$ cat config.mk
export PLATFORM = sky130hd
export DESIGN_NAME = bp_addr_map_router
export DESIGN_NICKNAME = d
export VERILOG_FILES = /design/src/rtl/bp_common_pkg.sv /design/src/rtl/bp_addr_region_match.sv /design/src/rtl/bp_fifo_1r1w.sv /design/src/rtl/bp_addr_map_router.sv
export SDC_FILE = /design/constraint.sdc
export NUM_CORES = 1
export LEC_CHECK = 0
export BUFFER_PORTS_ARGS = -buffer_cell sky130_fd_sc_hd__buf_4
export CORE_AREA = 2 2 228 230
export CTS_BUF_LIST = sky130_fd_sc_hd__clkbuf_16
export CTS_CLUSTER_DIAMETER = 40
export CTS_CLUSTER_SIZE = 16
export DETAILED_ROUTE_END_ITERATION = 7
export DIE_AREA = 0 0 230 232
export SYNTH_ARGS = -nofsm -noshare
export SYNTH_HDL_FRONTEND = slang
export SYNTH_SLANG_ARGS = --single-unit
$ cat constraint.sdc
create_clock -name clk_i -period 3.15 [get_ports clk_i]
set_input_delay 0.315 -clock clk_i [delete_from_list [all_inputs] [get_ports clk_i]]
set_output_delay 0.315 -clock clk_i [all_outputs]
set_load 0.05 [all_outputs]
$ cat src/rtl/bp_common_pkg.sv
// rtl/bp_common_pkg.sv - shared types, default I/O memory map and error tag encoding
package bp_common_pkg;

  localparam int unsigned bp_dev_idx_width_lp = 8;

  // Tag carried through the in-order queue: device index or decode error.
  typedef struct packed {
    logic                           err;
    logic [bp_dev_idx_width_lp-1:0] idx;
  } bp_dev_id_s;

  localparam bp_dev_id_s bp_dev_err_c = '{err: 1'b1, idx: '0};

  localparam logic [31:0] bp_cfg_base_lp   = 32'h0100_0000;
  localparam logic [31:0] bp_clint_base_lp = 32'h0200_0000;
  localparam logic [31:0] bp_host_base_lp  = 32'h0300_0000;
  localparam logic [31:0] bp_dram_base_lp  = 32'h8000_0000;

  localparam logic [31:0] bp_cfg_mask_lp   = 32'hFF00_0000;
  localparam logic [31:0] bp_clint_mask_lp = 32'hFF00_0000;
  localparam logic [31:0] bp_host_mask_lp  = 32'hFF00_0000;
  localparam logic [31:0] bp_dram_mask_lp  = 32'h8000_0000;

endpackage

$ cat src/rtl/bp_addr_region_match.sv
// rtl/bp_addr_region_match.sv - base/mask region compare with lowest-index priority
module bp_addr_region_match
  import bp_common_pkg::*;
#(
  parameter int                                  num_dev_p     = 4,
  parameter int                                  paddr_width_p = 56,
  parameter logic [num_dev_p*paddr_width_p-1:0]  dev_base_p    = '0,
  parameter logic [num_dev_p*paddr_width_p-1:0]  dev_mask_p    = '0
) (
  input  logic [paddr_width_p-1:0]       addr_i,
  output logic [num_dev_p-1:0]           match_oh_o,
  output logic [bp_dev_idx_width_lp-1:0] idx_o,
  output logic                           unmapped_o
);

  logic [num_dev_p-1:0]     hit;
  logic [paddr_width_p-1:0] base_i, mask_i;

  always_comb begin
    hit        = '0;
    match_oh_o = '0;
    idx_o      = '0;
    base_i     = '0;
    mask_i     = '0;
    for (int i = 0; i < num_dev_p; i++) begin
      base_i = dev_base_p[i*paddr_width_p +: paddr_width_p];
      mask_i = dev_mask_p[i*paddr_width_p +: paddr_width_p];
      hit[i] = ((addr_i & mask_i) == (base_i & mask_i));
    end
    // Walk downwards so the lowest matching index is the last one written.
    for (int i = num_dev_p - 1; i >= 0; i--) begin
      if (hit[i]) begin
        match_oh_o    = '0;
        match_oh_o[i] = 1'b1;
        idx_o         = bp_dev_idx_width_lp'(i);
      end
    end
  end

  assign unmapped_o = ~|hit;

endmodule

$ cat src/rtl/bp_fifo_1r1w.sv
// rtl/bp_fifo_1r1w.sv - small one-read one-write FIFO with occupancy count
module bp_fifo_1r1w #(
  parameter int els_p   = 4,
  parameter int width_p = 9
) (
  input  logic               clk_i,
  input  logic               reset_i,
  input  logic               v_i,
  input  logic [width_p-1:0] data_i,
  output logic               full_o,
  input  logic               yumi_i,
  output logic               v_o,
  output logic [width_p-1:0] data_o
);

  localparam int ptr_w_lp = (els_p > 1) ? $clog2(els_p) : 1;
  localparam int cnt_w_lp = $clog2(els_p + 1);

  logic [width_p-1:0]  mem_q [els_p];
  logic [ptr_w_lp-1:0] wptr_q, wptr_d, rptr_q, rptr_d;
  logic [cnt_w_lp-1:0] count_q, count_d;
  logic                enq, deq;

  assign full_o = (count_q == cnt_w_lp'(els_p));
  assign v_o    = (count_q != '0);
  assign data_o = mem_q[rptr_q];
  assign enq    = v_i & ~full_o;
  assign deq    = yumi_i & v_o;

  always_comb begin
    wptr_d  = wptr_q;
    rptr_d  = rptr_q;
    count_d = count_q;
    if (enq) wptr_d = (wptr_q == ptr_w_lp'(els_p - 1)) ? '0 : wptr_q + 1'b1;
    if (deq) rptr_d = (rptr_q == ptr_w_lp'(els_p - 1)) ? '0 : rptr_q + 1'b1;
    case ({enq, deq})
      2'b10:   count_d = count_q + 1'b1;
      2'b01:   count_d = count_q - 1'b1;
      default: count_d = count_q;
    endcase
  end

  always_ff @(posedge clk_i) begin
    if (reset_i) begin
      wptr_q  <= '0;
      rptr_q  <= '0;
      count_q <= '0;
    end else begin
      wptr_q  <= wptr_d;
      rptr_q  <= rptr_d;
      count_q <= count_d;
    end
  end

  always_ff @(posedge clk_i) begin
    if (enq) mem_q[wptr_q] <= data_i;
  end

endmodule

$ cat src/rtl/bp_addr_map_router.sv
// rtl/bp_addr_map_router.sv - uncached I/O address-decode router, in-order responses (option: BP_ADDR_MAP_ROUTER_STATS_EN)
module bp_addr_map_router
  import bp_common_pkg::*;
#(
  parameter int paddr_width_p     = 56,
  parameter int data_width_p      = 64,
  parameter int num_dev_p         = 4,
  parameter logic [num_dev_p*paddr_width_p-1:0] dev_base_p = {
    paddr_width_p'(bp_dram_base_lp), paddr_width_p'(bp_host_base_lp),
    paddr_width_p'(bp_clint_base_lp), paddr_width_p'(bp_cfg_base_lp)},
  parameter logic [num_dev_p*paddr_width_p-1:0] dev_mask_p = {
    paddr_width_p'(bp_dram_mask_lp), paddr_width_p'(bp_host_mask_lp),
    paddr_width_p'(bp_clint_mask_lp), paddr_width_p'(bp_cfg_mask_lp)},
  parameter int max_outstanding_p = 4
) (
  input  logic                              clk_i,
  input  logic                              reset_i,
  input  logic                              cmd_v_i,
  input  logic [paddr_width_p-1:0]          cmd_addr_i,
  input  logic                              cmd_we_i,
  input  logic [data_width_p-1:0]           cmd_data_i,
  output logic                              cmd_ready_o,
  output logic [num_dev_p-1:0]              dev_cmd_v_o,
  output logic [paddr_width_p-1:0]          dev_cmd_addr_o,
  output logic                              dev_cmd_we_o,
  output logic [data_width_p-1:0]           dev_cmd_data_o,
  input  logic [num_dev_p-1:0]              dev_cmd_ready_i,
  input  logic [num_dev_p-1:0]              dev_resp_v_i,
  input  logic [num_dev_p*data_width_p-1:0] dev_resp_data_i,
  output logic [num_dev_p-1:0]              dev_resp_yumi_o,
  output logic                              resp_v_o,
  output logic [data_width_p-1:0]           resp_data_o,
  output logic                              resp_err_o,
`ifdef BP_ADDR_MAP_ROUTER_STATS_EN
  output logic [31:0]                       err_count_o,
  output logic [num_dev_p*32-1:0]           issue_count_o,
`endif
  input  logic                              resp_yumi_i
);

  logic                      in_v_q, in_v_d;
  logic [paddr_width_p-1:0]  in_addr_q, in_addr_d;
  logic                      in_we_q, in_we_d;
  logic [data_width_p-1:0]   in_data_q, in_data_d;

  logic [num_dev_p-1:0]           match_oh;
  logic [bp_dev_idx_width_lp-1:0] match_idx;
  logic                           unmapped;
  logic                           q_full, head_v, issue_ok, in_fire, cmd_accept;
  bp_dev_id_s                     enq_tag, head_tag;

  bp_addr_region_match #(
    .num_dev_p    (num_dev_p),
    .paddr_width_p(paddr_width_p),
    .dev_base_p   (dev_base_p),
    .dev_mask_p   (dev_mask_p)
  ) u_match (
    .addr_i    (in_addr_q),
    .match_oh_o(match_oh),
    .idx_o     (match_idx),
    .unmapped_o(unmapped)
  );

  // No bypass on full: a same-cycle dequeue does not free a slot for issue.
  assign issue_ok    = in_v_q & ~q_full;
  assign in_fire     = issue_ok & (unmapped | |(dev_cmd_ready_i & match_oh));
  assign cmd_ready_o = ~in_v_q | in_fire;
  assign cmd_accept  = cmd_v_i & cmd_ready_o;
  assign enq_tag     = unmapped ? bp_dev_err_c : '{err: 1'b0, idx: match_idx};

  assign dev_cmd_v_o    = (issue_ok & ~unmapped) ? match_oh : '0;
  assign dev_cmd_addr_o = in_addr_q;
  assign dev_cmd_we_o   = in_we_q;
  assign dev_cmd_data_o = in_data_q;

  always_comb begin
    in_v_d    = in_v_q;
    in_addr_d = in_addr_q;
    in_we_d   = in_we_q;
    in_data_d = in_data_q;
    if (cmd_accept) begin
      in_v_d    = 1'b1;
      in_addr_d = cmd_addr_i;
      in_we_d   = cmd_we_i;
      in_data_d = cmd_data_i;
    end else if (in_fire) begin
      in_v_d = 1'b0;
    end
  end

  always_ff @(posedge clk_i) begin
    if (reset_i) begin
      in_v_q    <= 1'b0;
      in_addr_q <= '0;
      in_we_q   <= 1'b0;
      in_data_q <= '0;
    end else begin
      in_v_q    <= in_v_d;
      in_addr_q <= in_addr_d;
      in_we_q   <= in_we_d;
      in_data_q <= in_data_d;
    end
  end

  bp_fifo_1r1w #(
    .els_p  (max_outstanding_p),
    .width_p($bits(bp_dev_id_s))
  ) u_tag_q (
    .clk_i  (clk_i),
    .reset_i(reset_i),
    .v_i    (in_fire),
    .data_i (enq_tag),
    .full_o (q_full),
    .yumi_i (resp_yumi_i),
    .v_o    (head_v),
    .data_o (head_tag)
  );

  always_comb begin
    resp_v_o        = 1'b0;
    resp_data_o     = '0;
    resp_err_o      = 1'b0;
    dev_resp_yumi_o = '0;
    if (head_v) begin
      if (head_tag.err) begin
        resp_v_o   = 1'b1;
        resp_err_o = 1'b1;
      end else begin
        for (int i = 0; i < num_dev_p; i++) begin
          if (head_tag.idx == bp_dev_idx_width_lp'(i)) begin
            resp_v_o           = dev_resp_v_i[i];
            resp_data_o        = dev_resp_data_i[i*data_width_p +: data_width_p];
            dev_resp_yumi_o[i] = resp_yumi_i;
          end
        end
      end
    end
  end

`ifdef BP_ADDR_MAP_ROUTER_STATS_EN
  logic [31:0]                err_count_q, err_count_d;
  logic [num_dev_p-1:0][31:0] issue_count_q, issue_count_d;

  always_comb begin
    err_count_d   = err_count_q;
    issue_count_d = issue_count_q;
    if (in_fire & unmapped & (err_count_q != 32'hFFFF_FFFF))
      err_count_d = err_count_q + 32'd1;
    for (int i = 0; i < num_dev_p; i++) begin
      if (in_fire & ~unmapped & match_oh[i] & (issue_count_q[i] != 32'hFFFF_FFFF))
        issue_count_d[i] = issue_count_q[i] + 32'd1;
    end
  end

  always_ff @(posedge clk_i) begin
    if (reset_i) begin
      err_count_q   <= '0;
      issue_count_q <= '0;
    end else begin
      err_count_q   <= err_count_d;
      issue_count_q <= issue_count_d;
    end
  end

  assign err_count_o   = err_count_q;
  assign issue_count_o = issue_count_q;
`endif

endmodule

== After elaboration in Yosys (flattened, before gate mapping) ==
Memory sizes are Yosys's and may differ from the RTL's. A register that Yosys moved wholly into a read port is not among the register bits.
Cells that the tools add are included.

* $add $sub $neg: 4
* Equal/unequal tests: 11
* Muxes and demuxes: 39
* Bitwise gates (word level): 11
* Reduce and logical (&&, ||, !) cells: 7

{| class="wikitable"
|+ Operators by type and width
! operator !! count
|-
| 64-bit two-way mux || 6
|-
| 8-bit by 2-bit equality test with 1-bit output, second input constant || 4
|-
| 4-bit two-way mux || 7
|-
| 8-bit two-way mux || 3
|-
| 8-bit by 1-bit equality test with 1-bit output, second input constant || 2
|-
| 1-bit two-way mux || 16
|-
| 2-bit two-way mux || 5
|-
| 9-bit two-way mux || 1
|-
| 8-bit zero test || 1
|-
| 4-bit OR reduction || 2
|-
| 1-bit AND || 6
|-
| 2-bit equality test, second input constant || 3
|-
| 3-bit case mux with 2 select lines || 1
|-
| 2-bit by 1-bit adder with 2-bit output, second input constant || 2
|-
| 4-bit AND || 1
|-
| 2-bit nonzero test || 2
|-
| 3-bit by 1-bit adder with 3-bit output, second input constant || 1
|-
| 3-bit equality test, second input constant || 1
|-
| 3-bit nonzero test || 1
|-
| 3-bit by 1-bit subtractor with 3-bit output, second input constant || 1
|-
| 2-bit by 1-bit equality test with 1-bit output, second input constant || 1
|-
| 1-bit inverter || 2
|-
| 1-bit OR || 2
|-
| 1-bit zero test || 1
|}

* Register bits: 129
* RAM bits: 36
* Input bits: 389
* Word-level logic and storage cells: 80
* Memories kept: 1

{| class="wikitable"
|+ Memories
! name !! depth !! bits a word !! rd ports !! clocked after Yosys merged registers in !! write ports !! line !! text
|-
| u_tag_q.mem_q || 4 || 9 || 1 || 1 || 1 || bp_fifo_1r1w.sv:19 || <nowiki>logic [width_p-1:0] mem_q [els_p];</nowiki>
|}

== Depth between registers and ports, before layout ==
* Depth in word-level cells: 11
* Mapped depth: 10
* Gate-level depth less buffers: 10

== By module ==
Synthesis repeated with hierarchy kept, for this count alone.

* Cell total of the unflattened synthesis: 999
* Area, all modules: 8280.4 µm²

{| class="wikitable"
|+ Modules (own cells, without submodules)
! module !! instances !! cells an instance !! area an instance (µm²) !! seq. area each (µm²)
|-
| bp_addr_map_router || 1 || 880 || 6343.6 || 2442.3
|-
| bp_fifo_1r1w || 1 || 101 || 1793.0 || 1261.2
|-
| bp_addr_region_match || 1 || 18 || 143.9 || 0.0
|}

== Worst setup path before layout ==
No wires, ideal clock.

* Kind: reg2reg
* Start point: reg in_addr_q[27], in the netlist dev_cmd_addr_o[27]
* End point: reg u_tag_q.count_q[2]
* Setup time: 70 ps
* Arrival time: 2969 ps
* Required time: 3080 ps
* Path slack: 111 ps
* Cell stages (with the launch flop): 11
* Buffers on the path: 0
* Period minus slack after synthesis: 3039 ps
* Cells stage by stage: dfxtp_1 -> or4_1 -> a211o_1 -> o311a_1 -> inv_2 -> ha_1 -> inv_1 -> fa_1 -> xor2_1 -> or3_1 -> a21oi_1

* Word-level cells in the longest chain between the ends: 11

{| class="wikitable"
|+ RTL lines
! item !! line !! text
|-
| from (decl) || bp_addr_map_router.sv:42 || <nowiki>logic [paddr_width_p-1:0] in_addr_q, in_addr_d;</nowiki>
|-
| from (signal assigned) || bp_addr_map_router.sv:99 || <nowiki>in_addr_q <= in_addr_d;</nowiki>
|-
| 8-bit by 2-bit equality test with 1-bit output || bp_addr_region_match.sv:28 || <nowiki>hit[i] = ((addr_i & mask_i) == (base_i & mask_i));</nowiki>
|-
| 4-bit two-way mux (3 in series) || bp_addr_region_match.sv:32 || <nowiki>if (hit[i]) begin</nowiki>
|-
| 4-bit AND || bp_addr_map_router.sv:66 || <nowiki>assign in_fire = issue_ok & (unmapped | |(dev_cmd_ready_i & match_oh));</nowiki>
|-
| 4-bit OR reduction || bp_addr_map_router.sv:66 ||
|-
| 1-bit OR (*) || bp_addr_map_router.sv:66 ||
|-
| 1-bit AND (*) || bp_addr_map_router.sv:66 ||
|-
| 1-bit AND (*) || bp_fifo_1r1w.sv:27 || <nowiki>assign enq = v_i & ~full_o;</nowiki>
|-
| 2-bit by 1-bit equality test with 1-bit output / 2-bit equality test (equally long branches) || bp_fifo_1r1w.sv:36 || <nowiki>case ({enq, deq})</nowiki>
|-
| 3-bit case mux with 2 select lines / 2-bit nonzero test (equally long branches) || -- ||
|-
| to (signal assigned) || bp_fifo_1r1w.sv:51 || <nowiki>count_q <= count_d;</nowiki>
|-
| to (decl) || bp_fifo_1r1w.sv:21 || <nowiki>logic [cnt_w_lp-1:0] count_q, count_d;</nowiki>
|}

Mark *: on every way between the ends. The rest lies on a longest branch, timed or not.
A chain may end at the register's enable or synchronous reset.

==> key figures <==
Clock tree
  – TritonCTS clock tree: built
  – Clk sink count: approximately 140
  – Clk buf depth: 2
  – Clock root buffer: clkbuf_16
  – Worst-skew pair later-pin latency: around 440 ps
  – Clk slew on worst S/H paths: 60 ps
  – TritonCTS Buffers: 17
  – H-tree levels: 4
  – Post-cts hold buffer count: 0

Logic synthesis
  – Yosys top cell by area: dfxtp_1
  – Register area share after synthesis: a little over a third
  – Top cell type's share of synthesized area: 32.0%
  – Post-synth top flop: dfxtp_1
  – Synthesized area: 8200 sq um
  – Syn nets: 1,183
  – Top cells by area, synth: dfxtp_1, mux4_2, mux2i_1
  – Post-synth EDFFs: 12
  – Cells after Synth: around 790
  – Distinct cells, synth: 30
  – Most frequent cell after synthesis: nand2b_1
  – Fraction of registers with async set/reset: 0%
  – Avg Inst Size Synth: between 10 and 15 sq um
  – #FFs+latches synth: about 140
  – Commonest cells post-synth: nand2b_1, dfxtp_1, mux2i_1
  – Synthesis Warnings: 0

Setup path
  – Nature of the critical path startpoint: flop
  – WP data required: around 2800 ps
  – WP data arrival: about 2700 ps
  – Max FO, Critical Path: 22
  – Critical path class: flop to primary output
  – Worst setup EP type: primary output
  – Worst r2r dst: u_tag_q.count_q[2]$_SDFFE_PP0P_
  – Register-to-Register Path Depth: 10
  – RR Startpoint: dev_cmd_addr_o[27]$_SDFFE_PP0P_
  – FF-to-FF setup slack: 180 ps

Route
  – Drt initial violations: 395
  – Avg WL per Cell: 20.2 um
  – WL final: between 40,000 and 50,000 um
  – Routed Antenna Nets: 0
  – Vias per cell: 4.05
  – Detailed Routing Iterations Pass 1: 5
  – Residual DRC: 0
  – Via Count: 8,312

Die
  – Row cnt: just over 80
  – Die footprint: 53,400 sq um
  – Die Wd: 230 um
  – I/O Pins: between 500 and 600
  – Initial Utilization: 16.1%
  – Die height: 232 um
  – Core Footprint: between 50,000 and 60,000 sq um

STA
  – Rel. slew slack: 48.5%
  – Final Setup Violations: 0
  – Worst hold slack: 106 ps
  – Fmax: 0.327 GHz
  – Setup TNS: 0 ps
  – Final period utilization: 97.0%
  – Clock skew: roughly 12 ps
  – Unrepaired setup endpoints after global routing: false
  – Worst-Margin Slew: 772 ps
  – Post-route minimum period: 3050 ps
  – Final hold vios: 0
  – Max-slew violations: 0

Power and ir drop
  – Switching part of the total power: between 40% and 50%
  – Internal power: 0.00508 W
  – Clock Power Share: 22.8%
  – Comb power frac: 53.4%
  – Leakage: 6.38 nW
  – Sequential share of power: 23.8%
  – PwrDens: ~640 nW/um^2
  – Worst IR Drop VDD: 0.000363 V
  – Psw: 0.00382 W

Min path
  – Hold EP: dev_cmd_addr_o[31]$_SDFFE_PP0P_
  – Hold Crit Class: input pin to flop
  – Hold Crit Depth: 2
  – Hold_sp: cmd_addr_i[31]

Finish
  – Fillers: 5,470
  – Reg area: 2980 sq um
  – Total Nets Final: 1,745
  – Layout Area Growth over Synthesis: 70.8%
  – Ratio of cells with drive above 1 in the final layout: 52.1%
  – Area of the multi-input gates: just under 5000 sq um

Global route
  – Initial antenna violation count: 20
  – Gr ovfl total: 0
  – Routing usage on met2: 27.0%
  – Met1 Use GR: 14.9%
  – Vias in the first global route: 8,533
  – Pin count of the biggest net entering global routing: 86
  – GR Util met3: 5.01%
  – First-pass GRT wire length: about 57,000 um
  – GRT busiest layer: met2
  – Gr usage total: 14.8%

Placed design
  – PortBufs: 584
  – DP HPWL: 34,400 um
  – Placer Congestion: 0.995

Flow run
  – Max Cap Viol: 0

Outcome
  – Run status: finished, final reports clean
## worst max path at each step
stage,cells after the start,from,slack (ps),endpoint
after floorplan,10,dev_cmd_addr_o[27]$_SDFFE_PP0P_,110,u_tag_q.count_q[2]$_SDFFE_PP0P_
after global placement,10,dev_cmd_addr_o[27]$_SDFFE_PP0P_,150,u_tag_q.count_q[2]$_SDFFE_PP0P_
after detailed placement,10,dev_cmd_addr_o[27]$_SDFFE_PP0P_,190,u_tag_q.count_q[2]$_SDFFE_PP0P_
after CTS,6,flop,0.3,resp_data_o[58]
after global routing,6,flop,10,resp_data_o[53]
final,6,flop,100,resp_data_o[58]
## cells in the final DEF, fill, tap and decap left out, drive strengths merged, types with 4 or more instances in the layout
master    count
a21oi         8
and2          4
buf         606
clkbuf       17
clkinvlp      4
dfxtp       131
diode         9
edfxtp       12
ha            6
inv          21
mux2i       125
mux4         67
nand2       101
nand2b      150
nor2         12
nor2b        65
nor3          6
nor3b         5
o21ai         5
## area by class of cell
| class | count | share of cell area [%] |
|---|---|---|
| clock inverter | 15 | 1.11 |
| inverter | 14 | 0.375 |
| tap | 680 | 6.08 |
| sequential | 143 | 21.3 |
| antenna | 9 | 0.161 |
| clock buffer | 17 | 3.04 |
| timing repair buffer | 606 | 32.9 |
| multi-input combinational | 567 | 35.0 |
## worst max-delay path: stages, from the launching register on
cell,delay [ps]
dfxtp_2,370
mux4_4,660
buf_12,190
buf_12,180
mux4_2,480
nor2b_1,160
buf_4,220
## registers in the layout (all words and copies together), names as in the netlist, named ones only
name,count
u_tag_q.rptr_q,2
dev_cmd_addr_o,56
u_tag_q.wptr_q,2
dev_cmd_data_o,64
in_v_q,1
u_tag_q.mem_q,12
dev_cmd_we_o,1
u_tag_q.count_q,3
## repair_timing
action | CTS | global route
resized for setup | 1 | 2
setup buffers | 3 | 0
cloned | 0 | 0
endpoints found under the setup margin | 56 | 34
## cells by family after synthesis
group,Yosys count,share of synthesized area (%)
buffers and inverters,77,4.14
adder cells (fa/ha/maj),7,1.16
multiplexers,192,33.7
XOR/XNOR,2,0.214
flip-flops,143,36.4
AO/OA/AOI/OAI,18,1.30
AND/OR/NAND/NOR,348,23.1
## through the flow
step                setup slack (ps)  util, %  instance area [sq um]  power, W  instances
floorplan                        111        -                   8200   0.00525        787
global placement                 149     26.2                  13300   0.00686       2007
detailed placement               191     26.2                  13300   0.00686       2007
CTS                            0.291     27.4                  14000   0.00901       2042
global route                    10.2     27.5                  14000   0.00928       2051
finish                          95.1     27.5                  14000   0.00890       2051
## power groups by stage
| stage | Sequential [W] | Clock (W) | Combinational [W] |
|---|---|---|---|
| finish | 0.00212 | 0.00203 | 0.00475 |
| CTS | 0.00212 | 0.00211 | 0.00478 |
| detailed placement | 0.00216 | 0 | 0.00470 |
| floorplan | 0.00258 | 0 | 0.00267 |
| global route | 0.00214 | 0.00218 | 0.00496 |
| global placement | 0.00215 | 0 | 0.00471 |
## routing by layer
| layer | vias up | part of all wire [%] |
|---|---|---|
| met5 | - | 0.082 |
| met4 | 6 | 3.8 |
| met1 | 3960 | 34 |
| li1 | 3835 | - |
| met2 | 447 | 53 |
| met3 | 64 | 9.1 |
No activity file was read; power rests on OpenSTA's default activity.
